`src/rtl/axi_arbiter_n.sv`:
```
// axi_arbiter_n: N-master to 1-slave AXI4 arbiter. Read and write paths have
// independent round-robin arbiters; each path carries one transaction at a
// time. The write path regenerates WLAST from the captured AWLEN and flags
// masters whose own WLAST disagrees.
module axi_arbiter_n #(
  parameter int NUM_MST = 2,
  parameter int ADDR_W  = 32,
  parameter int DATA_W  = 32,
  parameter int ID_W    = 4
) (
  input  logic                                 clock,
  input  logic                                 reset,
  // read address, upstream
  input  logic [NUM_MST-1:0]                   s_arvalid,
  input  logic [NUM_MST-1:0][ADDR_W-1:0]       s_araddr,
  input  logic [NUM_MST-1:0][ID_W-1:0]         s_arid,
  input  logic [NUM_MST-1:0][7:0]              s_arlen,
  input  logic [NUM_MST-1:0][2:0]              s_arsize,
  input  logic [NUM_MST-1:0][1:0]              s_arburst,
  output logic [NUM_MST-1:0]                   s_arready,
  // read data, upstream
  input  logic [NUM_MST-1:0]                   s_rready,
  output logic [NUM_MST-1:0]                   s_rvalid,
  output logic [NUM_MST-1:0][1:0]              s_rresp,
  output logic [NUM_MST-1:0][DATA_W-1:0]       s_rdata,
  output logic [NUM_MST-1:0]                   s_rlast,
  output logic [NUM_MST-1:0][ID_W-1:0]         s_rid,
  // write address, upstream
  input  logic [NUM_MST-1:0]                   s_awvalid,
  input  logic [NUM_MST-1:0][ADDR_W-1:0]       s_awaddr,
  input  logic [NUM_MST-1:0][ID_W-1:0]         s_awid,
  input  logic [NUM_MST-1:0][7:0]              s_awlen,
  input  logic [NUM_MST-1:0][2:0]              s_awsize,
  input  logic [NUM_MST-1:0][1:0]              s_awburst,
  output logic [NUM_MST-1:0]                   s_awready,
  // write data, upstream
  input  logic [NUM_MST-1:0]                   s_wvalid,
  input  logic [NUM_MST-1:0][DATA_W-1:0]       s_wdata,
  input  logic [NUM_MST-1:0][DATA_W/8-1:0]     s_wstrb,
  input  logic [NUM_MST-1:0]                   s_wlast,
  output logic [NUM_MST-1:0]                   s_wready,
  // write response, upstream
  input  logic [NUM_MST-1:0]                   s_bready,
  output logic [NUM_MST-1:0]                   s_bvalid,
  output logic [NUM_MST-1:0][1:0]              s_bresp,
  output logic [NUM_MST-1:0][ID_W-1:0]         s_bid,
  // downstream port
  output logic                                 m_arvalid,
  input  logic                                 m_arready,
  output logic [ADDR_W-1:0]                    m_araddr,
  output logic [ID_W-1:0]                      m_arid,
  output logic [7:0]                           m_arlen,
  output logic [2:0]                           m_arsize,
  output logic [1:0]                           m_arburst,
  input  logic                                 m_rvalid,
  output logic                                 m_rready,
  input  logic [1:0]                           m_rresp,
  input  logic [DATA_W-1:0]                    m_rdata,
  input  logic                                 m_rlast,
  input  logic [ID_W-1:0]                      m_rid,
  output logic                                 m_awvalid,
  input  logic                                 m_awready,
  output logic [ADDR_W-1:0]                    m_awaddr,
  output logic [ID_W-1:0]                      m_awid,
  output logic [7:0]                           m_awlen,
  output logic [2:0]                           m_awsize,
  output logic [1:0]                           m_awburst,
  output logic                                 m_wvalid,
  input  logic                                 m_wready,
  output logic [DATA_W-1:0]                    m_wdata,
  output logic [DATA_W/8-1:0]                  m_wstrb,
  output logic                                 m_wlast,
  input  logic                                 m_bvalid,
  output logic                                 m_bready,
  input  logic [1:0]                           m_bresp,
  input  logic [ID_W-1:0]                      m_bid,
  // sticky per-master WLAST mismatch flags
  output logic [NUM_MST-1:0]                   wlast_err
);

  localparam int IDX_W = (NUM_MST > 1) ? $clog2(NUM_MST) : 1;

  typedef enum logic [1:0] {R_IDLE, R_ADDR, R_DATA} rd_state_t;
  typedef enum logic [1:0] {W_IDLE, W_ADDR, W_DATA, W_RESP} wr_state_t;

  rd_state_t          r_rd_state, w_rd_state_nxt;
  wr_state_t          r_wr_state, w_wr_state_nxt;
  logic [IDX_W-1:0]   r_rgnt, w_rgnt_nxt, r_rr_rd, w_rr_rd_nxt;
  logic [IDX_W-1:0]   r_wgnt, w_wgnt_nxt, r_rr_wr, w_rr_wr_nxt;
  logic [7:0]         r_wcnt, w_wcnt_nxt;
  logic [NUM_MST-1:0] r_wlast_err, w_wlast_err_nxt;
  logic               w_last_beat;

  // First requester strictly after the pointer, wrapping modulo NUM_MST.
  function automatic logic [IDX_W-1:0] f_rr_pick(input logic [NUM_MST-1:0] req,
                                                 input logic [IDX_W-1:0]   ptr);
    logic [IDX_W-1:0] idx;
    logic             found;
    f_rr_pick = ptr;
    found     = 1'b0;
    for (int k = 1; k <= NUM_MST; k++) begin
      idx = IDX_W'((int'(ptr) + k) % NUM_MST);
      if (!found && req[idx]) begin
        f_rr_pick = idx;
        found     = 1'b1;
      end
    end
  endfunction

  assign w_last_beat = (r_wcnt == 8'd0);
  assign wlast_err   = r_wlast_err;

  // Read path state, grant and round-robin pointer.
  always_ff @(posedge clock or negedge reset) begin
    if (!reset) begin
      r_rd_state <= R_IDLE;
      r_rgnt     <= '0;
      r_rr_rd    <= IDX_W'(NUM_MST - 1);
    end else begin
      r_rd_state <= w_rd_state_nxt;
      r_rgnt     <= w_rgnt_nxt;
      r_rr_rd    <= w_rr_rd_nxt;
    end
  end

  // Read next-state and combinational AR/R routing for the granted master.
  always_comb begin
    w_rd_state_nxt = r_rd_state;
    w_rgnt_nxt     = r_rgnt;
    w_rr_rd_nxt    = r_rr_rd;
    s_arready      = '0;
    s_rvalid       = '0;
    s_rresp        = '0;
    s_rdata        = '0;
    s_rlast        = '0;
    s_rid          = '0;
    m_arvalid      = 1'b0;
    m_araddr       = '0;
    m_arid         = '0;
    m_arlen        = '0;
    m_arsize       = '0;
    m_arburst      = '0;
    m_rready       = 1'b0;
    case (r_rd_state)
      R_IDLE: begin
        if (|s_arvalid) begin
          w_rgnt_nxt     = f_rr_pick(s_arvalid, r_rr_rd);
          w_rd_state_nxt = R_ADDR;
        end
      end
      R_ADDR: begin
        m_arvalid         = s_arvalid[r_rgnt];
        m_araddr          = s_araddr[r_rgnt];
        m_arid            = s_arid[r_rgnt];
        m_arlen           = s_arlen[r_rgnt];
        m_arsize          = s_arsize[r_rgnt];
        m_arburst         = s_arburst[r_rgnt];
        s_arready[r_rgnt] = m_arready;
        if (m_arvalid && m_arready) w_rd_state_nxt = R_DATA;
      end
      R_DATA: begin
        s_rvalid[r_rgnt] = m_rvalid;
        s_rresp[r_rgnt]  = m_rresp;
        s_rdata[r_rgnt]  = m_rdata;
        s_rlast[r_rgnt]  = m_rlast;
        s_rid[r_rgnt]    = m_rid;
        m_rready         = s_rready[r_rgnt];
        if (m_rvalid && m_rready && m_rlast) begin
          w_rr_rd_nxt    = r_rgnt;
          w_rd_state_nxt = R_IDLE;
        end
      end
      default: w_rd_state_nxt = R_IDLE;
    endcase
  end

  // Write path state, grant, pointer, beat counter and sticky error flags.
  always_ff @(posedge clock or negedge reset) begin
    if (!reset) begin
      r_wr_state  <= W_IDLE;
      r_wgnt      <= '0;
      r_rr_wr     <= IDX_W'(NUM_MST - 1);
      r_wcnt      <= '0;
      r_wlast_err <= '0;
    end else begin
      r_wr_state  <= w_wr_state_nxt;
      r_wgnt      <= w_wgnt_nxt;
      r_rr_wr     <= w_rr_wr_nxt;
      r_wcnt      <= w_wcnt_nxt;
      r_wlast_err <= w_wlast_err_nxt;
    end
  end

  // Write next-state and AW/W/B routing; WLAST comes from the beat counter.
  always_comb begin
    w_wr_state_nxt  = r_wr_state;
    w_wgnt_nxt      = r_wgnt;
    w_rr_wr_nxt     = r_rr_wr;
    w_wcnt_nxt      = r_wcnt;
    w_wlast_err_nxt = r_wlast_err;
    s_awready       = '0;
    s_wready        = '0;
    s_bvalid        = '0;
    s_bresp         = '0;
    s_bid           = '0;
    m_awvalid       = 1'b0;
    m_awaddr        = '0;
    m_awid          = '0;
    m_awlen         = '0;
    m_awsize        = '0;
    m_awburst       = '0;
    m_wvalid        = 1'b0;
    m_wdata         = '0;
    m_wstrb         = '0;
    m_wlast         = 1'b0;
    m_bready        = 1'b0;
    case (r_wr_state)
      W_IDLE: begin
        if (|s_awvalid) begin
          w_wgnt_nxt     = f_rr_pick(s_awvalid, r_rr_wr);
          w_wr_state_nxt = W_ADDR;
        end
      end
      W_ADDR: begin
        m_awvalid         = s_awvalid[r_wgnt];
        m_awaddr          = s_awaddr[r_wgnt];
        m_awid            = s_awid[r_wgnt];
        m_awlen           = s_awlen[r_wgnt];
        m_awsize          = s_awsize[r_wgnt];
        m_awburst         = s_awburst[r_wgnt];
        s_awready[r_wgnt] = m_awready;
        if (m_awvalid && m_awready) begin
          w_wcnt_nxt     = s_awlen[r_wgnt];
          w_wr_state_nxt = W_DATA;
        end
      end
      W_DATA: begin
        m_wvalid         = s_wvalid[r_wgnt];
        m_wdata          = s_wdata[r_wgnt];
        m_wstrb          = s_wstrb[r_wgnt];
        m_wlast          = w_last_beat;
        s_wready[r_wgnt] = m_wready;
        if (m_wvalid && m_wready) begin
          if (s_wlast[r_wgnt] != w_last_beat) w_wlast_err_nxt[r_wgnt] = 1'b1;
          if (w_last_beat) w_wr_state_nxt = W_RESP;
          else             w_wcnt_nxt     = r_wcnt - 8'd1;
        end
      end
      W_RESP: begin
        s_bvalid[r_wgnt] = m_bvalid;
        s_bresp[r_wgnt]  = m_bresp;
        s_bid[r_wgnt]    = m_bid;
        m_bready         = s_bready[r_wgnt];
        if (m_bvalid && m_bready) begin
          w_rr_wr_nxt    = r_wgnt;
          w_wr_state_nxt = W_IDLE;
        end
      end
      default: w_wr_state_nxt = W_IDLE;
    endcase
  end

endmodule

```
`config.mk`:
```
export PLATFORM = sky130hd
export DESIGN_NAME = axi_arbiter_n
export DESIGN_NICKNAME = d
export VERILOG_FILES = /design/src/rtl/axi_arbiter_n.sv
export SDC_FILE = /design/constraint.sdc
export NUM_CORES = 1
export LEC_CHECK = 0
export BUFFER_PORTS_ARGS = -buffer_cell sky130_fd_sc_hd__buf_2
export CAP_MARGIN = 10
export CORE_AREA = 3 3 223 225
export DETAILED_ROUTE_END_ITERATION = 16
export DIE_AREA = 0 0 226 228
export SLEW_MARGIN = 20
export SYNTH_ARGS = -nofsm -noshare
export SYNTH_HDL_FRONTEND = slang
export SYNTH_SLANG_ARGS = --single-unit
export TNS_END_PERCENT = 50
```
`constraint.sdc`:
```
create_clock -name clock -period 2.3 [get_ports clock]
set_input_delay 0.46 -clock clock [delete_from_list [all_inputs] [get_ports clock]]
set_output_delay 0.46 -clock clock [all_outputs]
set_load 0.03 [all_outputs]
```
==> results of run 1 <==
## power breakdown
part / total (uW) / internal, uW / switching (uW) / leakage (uW)
sequential: 647 / 488 / 159 / 0.000202
clock: 419 / 266 / 153 / 0.0000442
combinational: 8420 / 3200 / 5220 / 0.00459
## layout make-up
type                            count  area (um^2)  area share
Multi-Input combinational cell    475         3510       0.430
Timing Repair Buffer              613         3300       0.405
Inverter                            7         26.3     0.00322
Sequential cell                    18          459      0.0563
Antenna cell                        1         2.50    0.000307
Clock buffer                        4         88.8      0.0109
Tap cell                          615          769      0.0943
## cell families (layout without fill, tap and decap cells)
logic type                 Yosys count  count (layout)  share of synthesized area
and+or+nand+nor                    294             294                      0.402
muxes                              146             146                      0.356
buffers and inverters               50             624                     0.0531
AOI/OAI and AO/OA                   26              26                     0.0543
DFF                                 18              18                      0.109
adders and majority gates            7               7                     0.0211
xor gates and xnor gates             2               2                    0.00422
other                                0               1                          0
## synth_stat cells (all sizes together), types with 4 or more instances
library cell  count
and3             11
and2             89
ha                7
clkbuf           27
nor2b            90
nor2             70
mux2              7
buf              16
dfrtp            16
mux2i           139
nand2            17
a21oi             4
inv               7
nand2b            4
## sequential cells by signal, indices dropped and copies added (netlist names)
name,cells
r_rd_state,2
r_rgnt,1
r_rr_rd,1
r_rr_wr,1
r_wcnt,8
r_wgnt,1
r_wr_state,2
wlast_err,2
## worst max path at each step
stage                                    startpoint               endpoint  slack, ps  cells past startpoint
after detailed placement  r_wr_state[0]$_DFFE_PN0P_  r_wcnt[3]$_DFFE_PN0P_        260                      7
after floorplan           r_wr_state[0]$_DFFE_PN0P_            m_wdata[10]         50                      6
after global placement    r_wr_state[1]$_DFFE_PN0P_              m_awvalid        280                      5
after CTS                 r_wr_state[1]$_DFFE_PN0P_              m_awvalid          8                      5
after global routing      r_wr_state[1]$_DFFE_PN0P_           m_awaddr[10]        -30                      6
final                         r_wcnt[3]$_DFFE_PN0P_                m_wlast        110                      3
## layer usage
layer / track usage / routed length [um] / vias up
li1: - / - / 2970
met1: 0.0799 / 8350 / 2624
met2: 0.170 / 12600 / 369
met3: 0.00771 / 1710 / 32
met4: 0.0240 / 690 / 2
met5: 0 / 13 / -
## critical path, cell delays in order, from the launching register on
cell,delay (ps)
dfrtp_1,420
or4_4,560
nor4b_4,310
buf_6,190
## per-stage QoR
stage           util  cell area, um^2  TNS, ps  hold slack (ps)  cells
2_1_floorplan      -             4150        0              164    543
3_3_place_gp   0.167             7990        0              457   1725
3_5_place_dp   0.167             7990        0              462   1725
4_1_cts        0.169             8080        0              193   1729
5_1_grt        0.171             8160    -33.3              216   1733
6_report       0.171             8160        0              162   1733
## what timing repair did
action                     4_1_cts  5_1_grt
hold buffers                     0        0
pin swaps                        0        1
buffers inserted                 0        3
resized for setup                2       12
setup endpoints to repair        2       49
==> flow_summary.yaml, run 1 <==
synthesis:
  synth_cell_types: 52
  ys_seq_area_frac: 0.109
  ys_ff_latch: 18
  async_flop_share: 1.00
  synthTopCellsByArea: "mux2i_1 (34%), nor2b_1 (14%), and2_1 (13%)"
  netlist.area_leader.share: 0.335
  synthCells: 543
  ys_warn_count: 0
  synth_ff_type: "dfrtp_1"
  synth_edf_count: 0
  synth_area_um2: 4150
  synth_nets: 882
  post_synth.cell_area_avg_um2: 7.64
  synth.largest_area_cell: "mux2i_1"
cts:
  clkLatencyLatePin_ps: 260
  cts_buffer_depth: 2
  clkSinkCount: 18
  cts.htree.levels: 1
  cts_root_buf: "clkbuf_16"
  cts_made_buffers: 3
  cts_tree: "done"
  path_clk_slew_ps: 60
floorplan:
  row_count: 80
  die_area_um2: 51500
  coreArea_um2: 47700
  io_pins: 574
  die_y_um: 228
  dieWidth_um: 226
  start_util: 0.0869
global_routing:
  grt.overflow.total: 0
  antenna_found_initial: 7
  grt_pass1_vias: 6050
  track_usage: 0.0804
  grt_max_degree: 54
  grt_pass1_wl_um: 32600
drt:
  viasPerCell: 3.46
  drt_pass1_iterations: 4
  dr.first_iter.drc_count: 134
  antenna_left: 0
  wl_per_cell_um: 13.5
  drc: 0
  num_vias: 5997
  wirelength_um: 23400
cells_and_area:
  drive_gt1_frac: 0.580
  synthToLayoutAreaGrowth_pct: 96.7
  final_common_cell: "buf_2"
  final_cell_mix: "buf_2 (569), mux2i_1 (138), and2_1 (88)"
  fillers: 5434
  finalNetCount: 1457
sta:
  setup_viol: 0
  post-route-worst-setup-slack_ps: 105
  period_share: 0.954
  fmax_mhz: 456
  finalHoldViolations: 0
  rsz0062_at_grt: "true"
  slew_viol_final: 0
  tightestPinTransition_ps: 539
  min_period_ps: 2190
  clock-skew-final_ps: 1.44
  slew_headroom: 0.638
worst_setup_path:
  reg2reg_depth: 6
  critPathKind: "reg2out"
  crit_fanout: 5
  startpoint_type: "flip-flop"
  worstReg2RegEnd: "r_wcnt[3]$_DFFE_PN0P_"
  crit_arrival_ps: 1730
  cp-end-kind: "primary output"
  required_ps: 1840
  rr_startpoint: "r_wgnt$_DFFE_PN0P_"
  r2r_setup_slack_ps: 290
power_and_ir_drop:
  peakVddDrop_v: 0.000505
  power.total_uw: 9480
  p_leak_uw: 0.00484
  power-per-cell-area_nw_per_um2: 1160
place:
  numPortBuffers: 573
  gp_routability_congestion: 0.853
  dp_slack_ps: 264
  dpl.hpwl_um: 20700
status:
  status: "finished, final reports clean"
worst_hold_path:
  hold_path_class: "in2async"
run:
  drv_cap: 0
No activity file was read; power rests on OpenSTA's default activity.
==> inputs of run 2 (changes only) <==
--- a/config.mk
+++ b/config.mk
@@ -7,9 +7,12 @@
 export LEC_CHECK = 0
 export BUFFER_PORTS_ARGS = -buffer_cell sky130_fd_sc_hd__buf_2
 export CAP_MARGIN = 10
-export CORE_AREA = 3 3 223 225
+export CELL_PAD_IN_SITES_DETAIL_PLACEMENT = 1
+export CELL_PAD_IN_SITES_GLOBAL_PLACEMENT = 1
+export CORE_AREA = 3 3 221 223
 export DETAILED_ROUTE_END_ITERATION = 16
-export DIE_AREA = 0 0 226 228
+export DIE_AREA = 0 0 224 226
+export PLACE_DENSITY_LB_ADDON = 0.1
 export SLEW_MARGIN = 20
 export SYNTH_ARGS = -nofsm -noshare
 export SYNTH_HDL_FRONTEND = slang
==> run 2 against run 1 <==
  * Combinational power increased by 3.3%
  * Register-to-register slack got worse by 80 ps
  * Critical path depth unchanged
==> flow_summary.yaml, run 2 (synthesized netlist as in run 1, its figures left out) <==
drt:
  num_vias: 6127
  drc: 0
  antenna_left: 0
  wl_met1_um: 10800
  wirelength_um: 31100
  highest_layer: "met5"
  wl_met3_um: 3150
  wl_met2_um: 16900
  drt_pass1_iterations: 4
  dr.first_iter.drc_count: 161
  wl_per_cell_um: 18.0
  viasPerCell: 3.54
floorplan:
  die_area_um2: 50600
  start_util: 0.0887
  die_y_um: 226
  io_pins: 574
  coreArea_um2: 46800
  row_count: 79
  dieWidth_um: 224
sta:
  finalHoldViolations: 0
  slew_viol_final: 0
  min_period_ps: 2260
  post-route-worst-setup-slack_ps: 40.1
  period_share: 0.983
  tightestPinTransition_ps: 613
  rsz0062_at_grt: "true"
  setup_viol: 0
  fmax_mhz: 442
  clock-skew-final_ps: 3.60
  slew_headroom: 0.588
cells_and_area:
  final_cell_mix: "buf_2 (567), mux2i_1 (137), nor2b_1 (90)"
  stdcell_area_um2: 8190
  drive_gt1_frac: 0.580
  largest_register_ff_count: 8
  synthToLayoutAreaGrowth_pct: 97.5
  top_register: "r_wcnt"
  final_common_cell: "buf_2"
  fillers: 5798
  finalNetCount: 1459
global_routing:
  grt.overflow.total: 0
  grt_max_degree: 41
  track_usage: 0.113
  grt_pass1_wl_um: 43400
  grt_pass1_vias: 6704
  antenna_found_initial: 14
place:
  dpl.hpwl_um: 27500
  dp_slack_ps: 193
  dpl_cell_area_um2: 8000
  gp_routability_congestion: 0.775
  numPortBuffers: 573
worst_setup_path:
  crit_fanout: 8
  crit_arrival_ps: 1800
  crit_path_max_incr_delay_ps: 590
  cp-end-kind: "primary output"
  cp_cell_sequence: "or4_4, nor4b_4, buf_6"
  critPathKind: "reg2out"
  critical_path.top_delay_family: "simple AND/OR/NAND/NOR gates"
  r2r_setup_slack_ps: 210
  required_ps: 1840
  startpoint_type: "flip-flop"
  cp_slowest_cell: "or4_4"
  critPathBufInv: 1
cts:
  clkSinkCount: 18
  path_clk_slew_ps: 60
  cts.htree.levels: 1
  cts_tree: "done"
  cts_made_buffers: 3
  clkLatencyLatePin_ps: 260
  cts_buffer_depth: 2
  cts_root_buf: "clkbuf_16"
worst_hold_path:
  hold_path_class: "in2async"
power_and_ir_drop:
  peakVddDrop_v: 0.000425
  power-per-cell-area_nw_per_um2: 1200
  power.total_uw: 9810
  p_leak_uw: 0.00485
status:
  status: "finished, final reports clean"
run:
  drv_cap: 0
-- run 2: layout make-up --
cell class / count / area [um^2] / share of cell area
Timing Repair Buffer: 615 / 3340 / 0.407
Clock buffer: 4 / 88.8 / 0.0108
Antenna cell: 4 / 10.0 / 0.00122
Sequential cell: 18 / 458 / 0.0559
Multi-Input combinational cell: 475 / 3510 / 0.429
Inverter: 7 / 26.3 / 0.00321
Tap cell: 607 / 759 / 0.0927
-- run 2: worst paths after layout --
check / start / end / cells past startpoint
max in group asynchronous: reset / r_wgnt$_DFFE_PN0P_ / 1
hold / removal: reset / wlast_err[1]$_DFFE_PN0P_ / 1
setup / recovery: r_wcnt[2]$_DFFE_PN0P_ / m_wlast / 3
setup reg to reg: r_wcnt[2]$_DFFE_PN0P_ / r_wr_state[1]$_DFFE_PN0P_ / 5
min in group clock: wlast_err[1]$_DFFE_PN0P_ / wlast_err[1]$_DFFE_PN0P_ / 1
hold reg to reg: wlast_err[1]$_DFFE_PN0P_ / wlast_err[1]$_DFFE_PN0P_ / 1
-- run 2: per-layer routing --
| metal | global-route usage | up-vias |
|---|---|---|
| met5 | 0 | - |
| met4 | 0.0138 | 20 |
| met3 | 0.0415 | 28 |
| met2 | 0.227 | 337 |
| met1 | 0.112 | 2758 |
| li1 | - | 2984 |
-- run 2: through the flow --
stage,std cells,setup TNS (ps),util,hold slack (ps)
finish,1730,0,0.175,183
CTS,1723,0,0.174,208
detailed placement,1719,0,0.171,456
global placement,1719,0,0.171,451
floorplan,543,0,-,164
global route,1727,-43.2,0.175,220
-- run 2: report_power, final --
group          switching, uW  internal (uW)
Clock                    152            266
Sequential               206            486
Combinational           5470           3240
Total                   5830           3990
-- run 2: repair_timing --
item / in CTS / in global routing
pin swaps: 1 / 0
endpoints found under the setup margin: 14 / 33
gates resized for setup: 8 / 6
hold buffers: 0 / 0
buffers inserted: 0 / 2
gates cloned: 0 / 1
